==> src/rtl/sm_pkt_merge_arb_pkg.sv <==
// Shared definitions for the packet merge stage: default field widths, arbitration modes
// and small index helpers used by the merger and its neighbours.
package sm_pkt_merge_arb_pkg;

    localparam int NODE_W_DEF = 16;
    localparam int GEN_W_DEF  = 12;
    localparam int OPR_W_DEF  = 32;
    localparam int WEN_W_DEF  = 2;

    localparam int ARB_RR    = 0;
    localparam int ARB_FIXED = 1;

    // Packet layout is {node, gen, opr0, opr1, mem_wen}; mem_wen sits at bit 0.
    function automatic int pkt_width(input int node_w, input int gen_w,
                                     input int opr_w, input int wen_w);
        return node_w + gen_w + 2 * opr_w + wen_w;
    endfunction

    function automatic int wrap_next(input int idx, input int n);
        return (idx + 1 >= n) ? 0 : idx + 1;
    endfunction

endpackage

==> src/rtl/sm_pkt_fifo.sv <==
// Synchronous FIFO with full/empty flags and a registered occupancy count.
// A push on a full FIFO is ignored even if the same cycle pops.
module sm_pkt_fifo #(
    parameter int DEPTH = 4,
    parameter int W     = 8
) (
    input  logic                   clka,
    input  logic                   rst,
    input  logic                   push,
    input  logic                   pop,
    input  logic [W-1:0]           din,
    output logic [W-1:0]           dout,
    output logic                   full,
    output logic                   empty,
    output logic [$clog2(DEPTH):0] count
);

    localparam int AW = $clog2(DEPTH);

    logic [W-1:0]  mem [DEPTH];
    logic [AW-1:0] wr_ptr;
    logic [AW-1:0] rd_ptr;
    logic          do_push;
    logic          do_pop;

    assign full    = (count == (AW + 1)'(DEPTH));
    assign empty   = (count == '0);
    assign do_push = push & ~full;
    assign do_pop  = pop & ~empty;
    assign dout    = mem[rd_ptr];

    always_ff @(posedge clka) begin
        if (do_push && !rst) begin
            mem[wr_ptr] <= din;
        end
    end

    // Pointers wrap naturally because DEPTH is a power of two.
    always_ff @(posedge clka) begin
        if (rst) begin
            wr_ptr <= '0;
            rd_ptr <= '0;
            count  <= '0;
        end else begin
            if (do_push) begin
                wr_ptr <= wr_ptr + 1'b1;
            end
            if (do_pop) begin
                rd_ptr <= rd_ptr + 1'b1;
            end
            if (do_push && !do_pop) begin
                count <= count + 1'b1;
            end else if (!do_push && do_pop) begin
                count <= count - 1'b1;
            end
        end
    end

endmodule

==> src/rtl/sm_pkt_merge_arb.sv <==
// N-way packet merger: one FIFO per input channel, drained by a round-robin or
// fixed-priority arbiter into a single registered valid/ready output.
module sm_pkt_merge_arb
    import sm_pkt_merge_arb_pkg::*;
#(
    parameter int N_IN     = 2,
    parameter int DEPTH    = 4,
    parameter int NODE_W   = NODE_W_DEF,
    parameter int GEN_W    = GEN_W_DEF,
    parameter int OPR_W    = OPR_W_DEF,
    parameter int WEN_W    = WEN_W_DEF,
    parameter int ARB_MODE = ARB_RR,
    localparam int PKT_W   = pkt_width(NODE_W, GEN_W, OPR_W, WEN_W),
    localparam int SRC_W   = (N_IN > 1) ? $clog2(N_IN) : 1
) (
    input  logic                  clka,
    input  logic                  rst,
    input  logic [N_IN-1:0]       in_vld,
    output logic [N_IN-1:0]       in_rdy,
    input  logic [N_IN*PKT_W-1:0] in_pkt,
    output logic [NODE_W-1:0]     node_o,
    output logic [GEN_W-1:0]      gen_o,
    output logic [OPR_W-1:0]      opr0_o,
    output logic [OPR_W-1:0]      opr1_o,
    output logic [WEN_W-1:0]      mem_wen_o,
    output logic                  out_vld,
    input  logic                  out_rdy,
    output logic [SRC_W-1:0]      out_src
);

    localparam int WEN_LSB  = 0;
    localparam int OPR1_LSB = WEN_LSB + WEN_W;
    localparam int OPR0_LSB = OPR1_LSB + OPR_W;
    localparam int GEN_LSB  = OPR0_LSB + OPR_W;
    localparam int NODE_LSB = GEN_LSB + GEN_W;

    logic [N_IN-1:0]  fifo_full;
    logic [N_IN-1:0]  fifo_empty;
    logic [N_IN-1:0]  fifo_pop;
    logic [N_IN-1:0]  req;
    logic [PKT_W-1:0] fifo_head [N_IN];
    logic [PKT_W-1:0] out_pkt;
    logic [SRC_W-1:0] rr_ptr;
    logic [SRC_W-1:0] grant;
    logic             grant_vld;
    logic             load;

    for (genvar i = 0; i < N_IN; i++) begin : g_ch
        logic [$clog2(DEPTH):0] count;
        logic                   unused_count;

        sm_pkt_fifo #(
            .DEPTH (DEPTH),
            .W     (PKT_W)
        ) u_fifo (
            .clka  (clka),
            .rst   (rst),
            .push  (in_vld[i]),
            .pop   (fifo_pop[i]),
            .din   (in_pkt[i*PKT_W +: PKT_W]),
            .dout  (fifo_head[i]),
            .full  (fifo_full[i]),
            .empty (fifo_empty[i]),
            .count (count)
        );

        assign unused_count = ^count;
        assign fifo_pop[i]  = load & grant_vld & (grant == SRC_W'(i));
    end

    assign in_rdy = ~fifo_full;
    assign req    = ~fifo_empty;
    assign load   = ~out_vld | out_rdy;

    // Rotate the request vector to start at the pointer, then take the first hit.
    always_comb begin
        int               start;
        int               idx;
        logic [SRC_W-1:0] sel;
        grant     = '0;
        grant_vld = 1'b0;
        start     = (ARB_MODE == ARB_FIXED) ? 0 : int'(rr_ptr);
        for (int k = 0; k < N_IN; k++) begin
            idx = start + k;
            if (idx >= N_IN) begin
                idx = idx - N_IN;
            end
            sel = SRC_W'(idx);
            if (!grant_vld && req[sel]) begin
                grant     = sel;
                grant_vld = 1'b1;
            end
        end
    end

    always_ff @(posedge clka) begin
        if (rst) begin
            out_vld <= 1'b0;
            out_pkt <= '0;
            out_src <= '0;
            rr_ptr  <= '0;
        end else if (load) begin
            if (grant_vld) begin
                out_vld <= 1'b1;
                out_pkt <= fifo_head[grant];
                out_src <= grant;
                if (ARB_MODE == ARB_RR) begin
                    rr_ptr <= SRC_W'(wrap_next(int'(grant), N_IN));
                end
            end else begin
                out_vld <= 1'b0;
            end
        end
    end

    assign node_o    = out_pkt[NODE_LSB +: NODE_W];
    assign gen_o     = out_pkt[GEN_LSB  +: GEN_W];
    assign opr0_o    = out_pkt[OPR0_LSB +: OPR_W];
    assign opr1_o    = out_pkt[OPR1_LSB +: OPR_W];
    assign mem_wen_o = out_pkt[WEN_LSB  +: WEN_W];

endmodule

==> config.mk <==
export PLATFORM = sky130hd
export DESIGN_NAME = sm_pkt_merge_arb
export DESIGN_NICKNAME = d
export VERILOG_FILES = /design/src/rtl/sm_pkt_merge_arb_pkg.sv /design/src/rtl/sm_pkt_fifo.sv /design/src/rtl/sm_pkt_merge_arb.sv
export SDC_FILE = /design/constraint.sdc
export NUM_CORES = 1
export LEC_CHECK = 0
export CAP_MARGIN = 10
export CORE_ASPECT_RATIO = 0.5
export CORE_MARGIN = 1
export CORE_UTILIZATION = 50
export CTS_BUF_LIST = sky130_fd_sc_hd__clkbuf_8
export CTS_CLUSTER_SIZE = 16
export DETAILED_ROUTE_END_ITERATION = 10
export PLACE_DENSITY = 0.71
export RECOVER_POWER = 25
export SETUP_SLACK_MARGIN = 0.3
export SYNTH_ARGS = -nofsm -noshare
export SYNTH_HDL_FRONTEND = slang
export SYNTH_SLANG_ARGS = --single-unit
==> constraint.sdc <==
create_clock -name clka -period 11.8 [get_ports clka]
set_input_delay 2.95 -clock clka [delete_from_list [all_inputs] [get_ports clka]]
set_output_delay 2.95 -clock clka [all_outputs]
set_load 0.03 [all_outputs]
==> flow_metrics.tcl <==
set metrics [dict create \
    endpoint_kind "primary output" \
    hold_class "flip-flop to flip-flop" \
    synth_seq_cells 867 \
    total_power_uw 8250 \
    grt_util_all_layers 0.223 \
    switching_share 0.311 \
    drc_errors 0 \
    cts_setup_buffers 0 \
    die_width_um 356 \
    viasPerCell 5.85 \
    drt_first_iter_violations 1677 \
    clk_latency_ns 0.70 \
    fin_crit_ns 5.18 \
    pwr-share-comb 0.265 \
    cts_root_buffer "clkbuf_8" \
    setup-tns-final_ns 0 \
    crit_type "flip-flop to primary output" \
    cts_tree "done" \
    ios 291 \
    rsz0062_at_grt "false" \
    clockBufferDepth 3 \
    clkTransAtPathRegs_ns 0.07 \
    final_nets 1965 \
    status "completed" \
    cts.sink_count 867 \
    first_global_vias 16386 \
    hold_buffers 0 \
    mostFrequentLayoutCells "752 x edfxtp_1, 188 x mux4_2, 174 x clkdlybuf4s50_1" \
    postLayoutCoreUtil 0.609 \
    ys_top_cells_by_area "edfxtp_1 72%, mux4_2 13%, dfxtp_1 7.3%" \
    synthCells 1419 \
    core_mm2 0.0616 \
    start_util 0.510 \
    switching_power_uw 2570 \
    p_int_uw 5680 \
    wl_per_cell_um 26.3 \
    fp-row-count 64 \
    detail-route-antenna-nets 0 \
    max_freq_ghz 0.193 \
    yosysWarnings 0 \
    clkPwrFrac 0.266 \
    synth_largest_area_cell "edfxtp_1" \
    hold_violations 0 \
    arrival_ns 2.23 \
    finalClockSkew_ns 0.0347 \
    vias 15824 \
    synth.top_cell.area_share 0.719 \
    ctsResizeCount 0 \
    finalMaxSlewViolations 0 \
    tightest_slew_ns 1.17 \
    pwr-share-seq 0.469 \
    ys_seq_area_frac 0.793 \
    cap_violations 0 \
    synth_nets 1624 \
    setup_violations 0 \
    grt_pass1_wl_um 104000 \
    power_density_mw_per_mm2 220 \
    fin_crit_sh 0.439 \
    worst_ep_required_time_ns 8.85 \
    final_common_cell "edfxtp_1" \
    netlist_area_mm2 0.0314 \
    antenna_found_initial 23 \
    dieArea_mm2 0.0639 \
    cts_max_level 3 \
    gr-total-overflow 0 \
    die_h_um 179 \
    worstSetupStartpointType "flip-flop" \
    peakVddDrop_mv 0.175 \
    path_max_fanout 4 \
    dr.pass1.iters 6 \
    hpwl_um 40700 \
    cts_buffers 117 \
    grt_max_degree 72 \
    power.leakage_uw 0.0121 \
    place_congestion 0.734 \
    syn_area_per_cell_um2 22.1 \
    final_layout_size_suffix_gt1_frac 0.211 \
    wirelength_um 71200 \
    yosysUniqueCellTypes 32 \
    port-buffer-count 290 \
    area_delta_synth_final_pct 19.4 \
    max_slew_margin 0.217 \
]
[worst paths after layout]
path | from | endpoint | slack [ns] | cells after the start
worst min-delay path | g_ch[1].u_fifo.rd_ptr[1]$_SDFFE_PP0P_ | flip-flop | 0.49 | 2
worst max register to register | g_ch[1].u_fifo.count[1]$_SDFFE_PP0P_ | g_ch[1].u_fifo.mem[2][25]$_DFFE_PP_ | 8.72 | 5
worst max-delay path | g_ch[0].u_fifo.count[0]$_SDFFE_PP0P_ | in_rdy[0] | 6.62 | 2
worst min register to register | g_ch[1].u_fifo.rd_ptr[1]$_SDFFE_PP0P_ | flip-flop | 0.49 | 2
[synth_stat cells, drive strengths merged]
| cell type | count |
|---|---|
| and2 | 8 |
| or3b | 2 |
| mux2i | 2 |
| ha | 10 |
| a31oi | 1 |
| dfxtp | 115 |
| nand2 | 4 |
| o211a | 1 |
| xnor2 | 4 |
| o21ai | 4 |
| fa | 2 |
| nor2b | 1 |
| buf | 38 |
| a211oi | 1 |
| nor3 | 2 |
| nor2 | 108 |
| edfxtp | 752 |
| nand3 | 2 |
| clkbuf | 49 |
| a21oi | 8 |
| inv | 12 |
| nand2b | 1 |
| mux4 | 188 |
| a222oi | 94 |
| xor2 | 4 |
| or3 | 5 |
| a21o | 1 |
[per-stage QoR]
stage | hold WS [ns] | worst slack (ns) | instances | cell area (um^2)
finish | 0.486 | 6.62 | 2703 | 37500
global route | 0.508 | 6.54 | 2701 | 37500
CTS | 0.477 | 6.56 | 2688 | 37500
detailed placement | 0.478 | 5.92 | 2466 | 35200
global placement | 0.459 | 5.95 | 2466 | 35200
floorplan | 0.459 | 5.87 | 1419 | 31400
[power groups by stage]
| stage | Sequential [uW] | Clock [uW] | Combinational [uW] |
|---|---|---|---|
| 2_1_floorplan | 4150 | 0 | 1120 |
| 3_3_place_gp | 3920 | 0 | 2170 |
| 3_5_place_dp | 3930 | 0 | 2190 |
| 4_1_cts | 3870 | 2230 | 2200 |
| 5_1_grt | 3890 | 2360 | 2310 |
| 6_report | 3870 | 2190 | 2190 |
[state kept, by name, summed over array words and instances (netlist names), named ones only]
name	flops
g_ch.u_fifo.count	6
out_src	1
out_vld	1
out_pkt	94
rr_ptr	1
g_ch.u_fifo.rd_ptr	4
g_ch.u_fifo.mem	752
g_ch.u_fifo.wr_ptr	4
[critical path, cell delays in order, from the launching register on]
cell             delay, ns
dfxtp_1               0.36
or3b_2                0.55
clkdlybuf4s50_1       0.62
[routing by layer]
metal | routed length [um] | part of all wire | GRT usage
met1 | 27600 | 0.39 | 0.288
met2 | 37500 | 0.53 | 0.385
met3 | 4510 | 0.063 | 0.0409
met4 | 1580 | 0.022 | 0.0758
met5 | 9 | 0.00013 | 0
[final cells by class]
cell class                 count  area (um^2)
inverter                      12         45.0
timing repair buffer         309         3040
multi-input combinational    453         6130
tap                          825         1030
fill                        4232        24100
clock inverter                83          402
clock buffer                 139         1910
sequential                   867        24900
antenna                       15         37.5
[cells by family (layout without fill, tap and decap cells)]
kind of cell    after synthesis  count (layout)  synth area share
flops                       867             867             0.793
mux                         190             190             0.135
simple gates                133             133            0.0179
compound gates              110             110            0.0333
buf+inv                      99             543            0.0133
fa+ha+maj                    12              12           0.00526
xor+xnor                      8               8           0.00223
other cells                   0              15                 0
No activity file was read; power rests on OpenSTA's default activity.
==> edit 1 (same settings) <==
`WEN_W_DEF`: 2 -> 4.
--- a/src/rtl/sm_pkt_merge_arb_pkg.sv
+++ b/src/rtl/sm_pkt_merge_arb_pkg.sv
@@ -5,7 +5,7 @@
     localparam int NODE_W_DEF = 16;
     localparam int GEN_W_DEF  = 12;
     localparam int OPR_W_DEF  = 32;
-    localparam int WEN_W_DEF  = 2;
+    localparam int WEN_W_DEF  = 4;
 
     localparam int ARB_RR    = 0;
     localparam int ARB_FIXED = 1;
Ports: changed (resized in_pkt and mem_wen_o); port bits go from 291 to 297. The function was not compared with the original's and may differ.
==> edit 1 against the original RTL <==
Non-clock buffer count increased by 6. Area after synthesis increased by 2.0%. Clock skew decreased by 0.0060 ns. Sequential share of layout area decreased by 0.18 points. Final cell count increased by 1.7%. Total power increased by 3.4%. Wire length increased by 1.9%. Sequential cell count increased by 18. Hold slack got worse by 0.0013 ns. Final area increased by 2.4%. Register-to-register slack improved by 0.06 ns. Worst setup slack got worse by 0.027 ns. Critical endpoint unchanged.
==> edit 1: results (changes against the original RTL) <==
metric	value	unit	change
vias in the first global route	16800		was 16400
clock input transition at the sequential cells of the worst setup and hold paths	0.06	ns	
CTS root buf	clkbuf_8		unchanged
post-synthesis sequential area ratio	0.793		about the same
dpl hpwl	41.3	mm	was 40.7 mm
Pre-antenna DRT Iters	8		was 6
placed cells	2510		was 2466
largest net degree at the start of global routing	67		was 72
register area	25400	um2	was 24900 um2
RD Place Congestion	0.737		was 0.734
Port Buf Inserts	296		was 290
peak supply drop	0.000156	V	was 0.000175 V
WP data arrival	2.26	ns	was 2.23 ns
adder-cell share of the synthesized area	0.00516		was 0.00526
Worst Tran Pin Value	1.22	ns	was 1.17 ns
critical path's top delay family	buffers and inverters		unchanged
Syn Inst Count	1447		was 1419
status	completed		unchanged
nets	2003		was 1965
dpl ws	5.97	ns	was 5.92 ns
Largest regs	g_ch.u_fifo.mem x768, out_pkt x96, g_ch.u_fifo.count x6		was g_ch.u_fifo.mem x752, out_pkt x94, g_ch.u_fifo.count x6
commonest cells in the netlist	edfxtp_1, mux4_2, dfxtp_1, nor2_1, a222oi_1		unchanged
Post-synth EDFFs	768		was 752
DR iter-0 viols	1581		was 1677
Post-Syn Nets	1656		was 1624
Via Count	16000		was 15800
first-pass GRT wire length	107	mm	was 104 mm
ys async rst share	0		unchanged
placed cell area	35900	um2	was 35200 um2
Synth Area in Compound Gates	0.0333		about the same
GRT Total Usage	0.223		about the same
drt via density	5.84		was 5.85
P_leak	12.4	nW	was 12.1 nW
Synth Area in XOR/XNOR	0.00219		was 0.00223
Fillers	4345		was 4232
Resized Gates After CTS	0		unchanged
synth unique cells	31		was 32
DR WL/cell	26.4	um	was 26.3 um
Clock Skews	0.0287	ns	was 0.0347 ns
Area contributors post-synth	edfxtp_1, mux4_2, dfxtp_1		unchanged
antenna violations before repair	20		was 23
multiplexer share of the synthesized area	0.136		was 0.135
max incr delay on CP	0.66	ns	was 0.62 ns
CTS buffer count	119		was 117
share of cells above drive strength 1	0.213		was 0.211
[edit 1: power by group]
group,internal (mW),total [mW],switching [mW]
Combinational,0.940,2.18,1.24
Sequential,3.74,3.98,0.248
Clock,1.25,2.36,1.12
[edit 1: cell type report]
cell class / count / area share
antenna: 11 / 0.000717
clock buffer: 145 / 0.0520
clock inverter: 83 / 0.0133
inverter: 12 / 0.00117
multi-input combinational: 461 / 0.163
sequential: 885 / 0.662
tap: 837 / 0.0273
timing repair buffer: 315 / 0.0808
[edit 1: worst paths after layout]
check | slack (ns) | startpoint | endpoint
worst max-delay path | 6.59 | g_ch[0].u_fifo.count[0] | in_rdy[0]
worst min-delay path | 0.49 | g_ch[1].u_fifo.rd_ptr[1] | register
worst max register to register | 8.78 | g_ch[0].u_fifo.count[0] | g_ch[0].u_fifo.mem[2][17]
worst min register to register | 0.49 | g_ch[1].u_fifo.rd_ptr[1] | register
[edit 1: cell families after synthesis]
kind of cell | count (synthesis)
AOI/OAI and AO/OA | 112
xor gates and xnor gates | 8
adders and majority gates | 12
buffers and inverters | 101
DFF | 885
muxes | 194
and+or+nand+nor | 135
[edit 1: worst reg2reg max path, stage by stage (launching register included)]
cell and delay, ns:
dfxtp_1 0.43, or3b_2 0.20, nand2_1 0.12, nor2_1 0.22, and2_4 0.56, buf_4 1.01
[edit 1: layer usage]
layer	wire length [um]	vias to the layer above	GRT usage
met2	37900	623	0.389
met3	3980	128	0.0342
met4	1680	2	0.0687
met1	29000	8448	0.292
met5	13	-	0
li1	-	6845	-
==> edit 2 (same settings) <==
Without the edit above. Make the reset (`rst`) asynchronous in 2 clocked blocks.
--- a/src/rtl/sm_pkt_fifo.sv
+++ b/src/rtl/sm_pkt_fifo.sv
@@ -36,7 +36,7 @@
     end
 
     // Pointers wrap naturally because DEPTH is a power of two.
-    always_ff @(posedge clka) begin
+    always_ff @(posedge clka or posedge rst) begin
         if (rst) begin
             wr_ptr <= '0;
             rd_ptr <= '0;
--- a/src/rtl/sm_pkt_merge_arb.sv
+++ b/src/rtl/sm_pkt_merge_arb.sv
@@ -93,7 +93,7 @@
         end
     end
 
-    always_ff @(posedge clka) begin
+    always_ff @(posedge clka or posedge rst) begin
         if (rst) begin
             out_vld <= 1'b0;
             out_pkt <= '0;
Check against the original RTL: differs if rst is asserted again (counterexample within 4 cycles, from zero or initial values and one cycle with rst high); with rst held inactive, the same outputs for 4 cycles.
==> edit 2 against the original RTL <==
Global-route usage grew 0.25 points. Total power grew 11%. Area after synthesis grew 3.1%. Final area grew 2.9%. Count of clock-buffer cells in the layout shrank 12. Wire length grew 2.8%. Combinational power grew 21%. Sequential cell count shrank 4. Worst setup slack lost 0.60 ns.
==> edit 2: results (changes against the original RTL) <==
metric	value	unit	change
status	completed		unchanged
clock input transition at the sequential cells of the worst setup and hold paths	0.07	ns	about the same
clock power share	0.256		was 0.266
GRT met3 Usage	0.0375		was 0.0409
CTS root buf	clkbuf_8		unchanged
Hold Path Class	register to register		unchanged
clock buffer depth	3		unchanged
post-synthesis sequential area ratio	0.783		was 0.793
Post-synth EDFFs	752		unchanged
Worst Tran Pin Value	1.21	ns	was 1.17 ns
CTS buffer count	117		unchanged
Area contributors post-synth	edfxtp_1, mux4_2, dfrtp_1		was edfxtp_1, mux4_2, dfxtp_1
H-tree depth	3		unchanged
Post-Layout Cell Count	2718		was 2703
DR iter-0 viols	1261		was 1677
Ys Warns	0		unchanged
post-CTS setup buffers	0		unchanged
WP data arrival	6.36	ns	was 2.23 ns
DR WL/cell	26.9	um	was 26.3 um
dpl hpwl	42.4	mm	was 40.7 mm
drt via density	5.85		about the same
antenna violations before repair	22		was 23
placed cells	2487		was 2466
share of cells above drive strength 1	0.218		was 0.211
placed cell area	36100	um2	was 35200 um2
Main synth FF type	edfxtp_1		unchanged
met1 WL	28.0	mm	was 27.6 mm
Pre-antenna DRT Iters	5		was 6
synth unique cells	35		was 32
GRT Total Usage	0.226		was 0.223
Port Buf Inserts	290		unchanged
commonest cells in the netlist	edfxtp_1, mux4_2, dfrtp_1, a221o_1, and4_1		was edfxtp_1, mux4_2, dfxtp_1, nor2_1, a222oi_1
Clock Skews	0.0517	ns	was 0.0347 ns
largest net degree at the start of global routing	101		was 72
Pwr Total	9.15	mW	was 8.25 mW
ys async rst share	0.129		was 0
internal power	6.32	mW	was 5.68 mW
met3 WL	3.77	mm	was 4.51 mm
wire length on met2	39.5	mm	was 37.5 mm
nets	1940		was 1965
combinational gate power	2.64	mW	was 2.19 mW
first-pass GRT wire length	109	mm	was 104 mm
peak supply drop	0.000142	V	was 0.000175 V
Syn Inst Count	1404		was 1419
GR Util met1	0.287		was 0.288
P_leak	12.9	nW	was 12.1 nW
dpl ws	5.39	ns	was 5.92 ns
Fillers	4312		was 4232
uppermost layer routed	met5		unchanged
critical path fanouts, max	100		was 4
Largest regs	g_ch.u_fifo.mem x752, out_pkt x94, g_ch.u_fifo.count x6		unchanged
met2 usage	0.395		was 0.385
vias in the first global route	17300		was 16400
Resized Gates After CTS	0		unchanged
RD Place Congestion	0.753		was 0.734
Post-Syn Nets	1609		was 1624
CTS sink cnt	863		was 867
Worst-Skew Late Latency	0.72	ns	was 0.70 ns
-- edit 2: critical path, stage by stage --
cell             delay [ns]
clkdlybuf4s50_1        0.45
nand2b_4               0.11
buf_4                  0.85
o211a_4                0.70
inv_1                  0.17
ha_1                   0.27
inv_1                  0.08
fa_1                   0.42
mux2_2                 0.27
-- edit 2: area by class of cell --
class / instances / area, um2 / share of cell area
tap: 871 / 1090 / 0.0282
clock inverter: 91 / 687 / 0.0178
sequential: 863 / 25400 / 0.658
antenna: 13 / 32.5 / 0.000843
multi-input combinational: 434 / 6570 / 0.170
timing repair buffer: 309 / 3050 / 0.0789
inverter: 10 / 40.0 / 0.00104
clock buffer: 127 / 1750 / 0.0453
-- edit 2: cell families (layout without fill, tap and decap cells) --
logic type / Yosys count / in the layout / share of synthesized area
flip-flops: 863 / 863 / 0.783
multiplexers: 192 / 192 / 0.132
AND/OR/NAND/NOR: 118 / 118 / 0.0298
buffers and inverters: 107 / 537 / 0.0155
AO/OA/AOI/OAI: 100 / 100 / 0.0307
adder cells (fa/ha/maj): 12 / 12 / 0.00510
XOR/XNOR: 12 / 12 / 0.00325
other: 0 / 13 / 0
-- edit 2: path summary, 6_finish.rpt --
check                        start                        to  slack (ns)  cells after the start
setup / recovery           out_rdy   g_ch[1].u_fifo.count[1]        6.02                      9
hold / removal             out_src                   out_src        0.50                      1
setup reg to reg           out_vld   g_ch[1].u_fifo.count[1]        8.27                      8
hold reg to reg            out_src                   out_src        0.50                      1
max in group asynchronous      rst  g_ch[0].u_fifo.rd_ptr[0]        7.40                      3
min in group asynchronous      rst  g_ch[0].u_fifo.wr_ptr[0]        2.70                      2
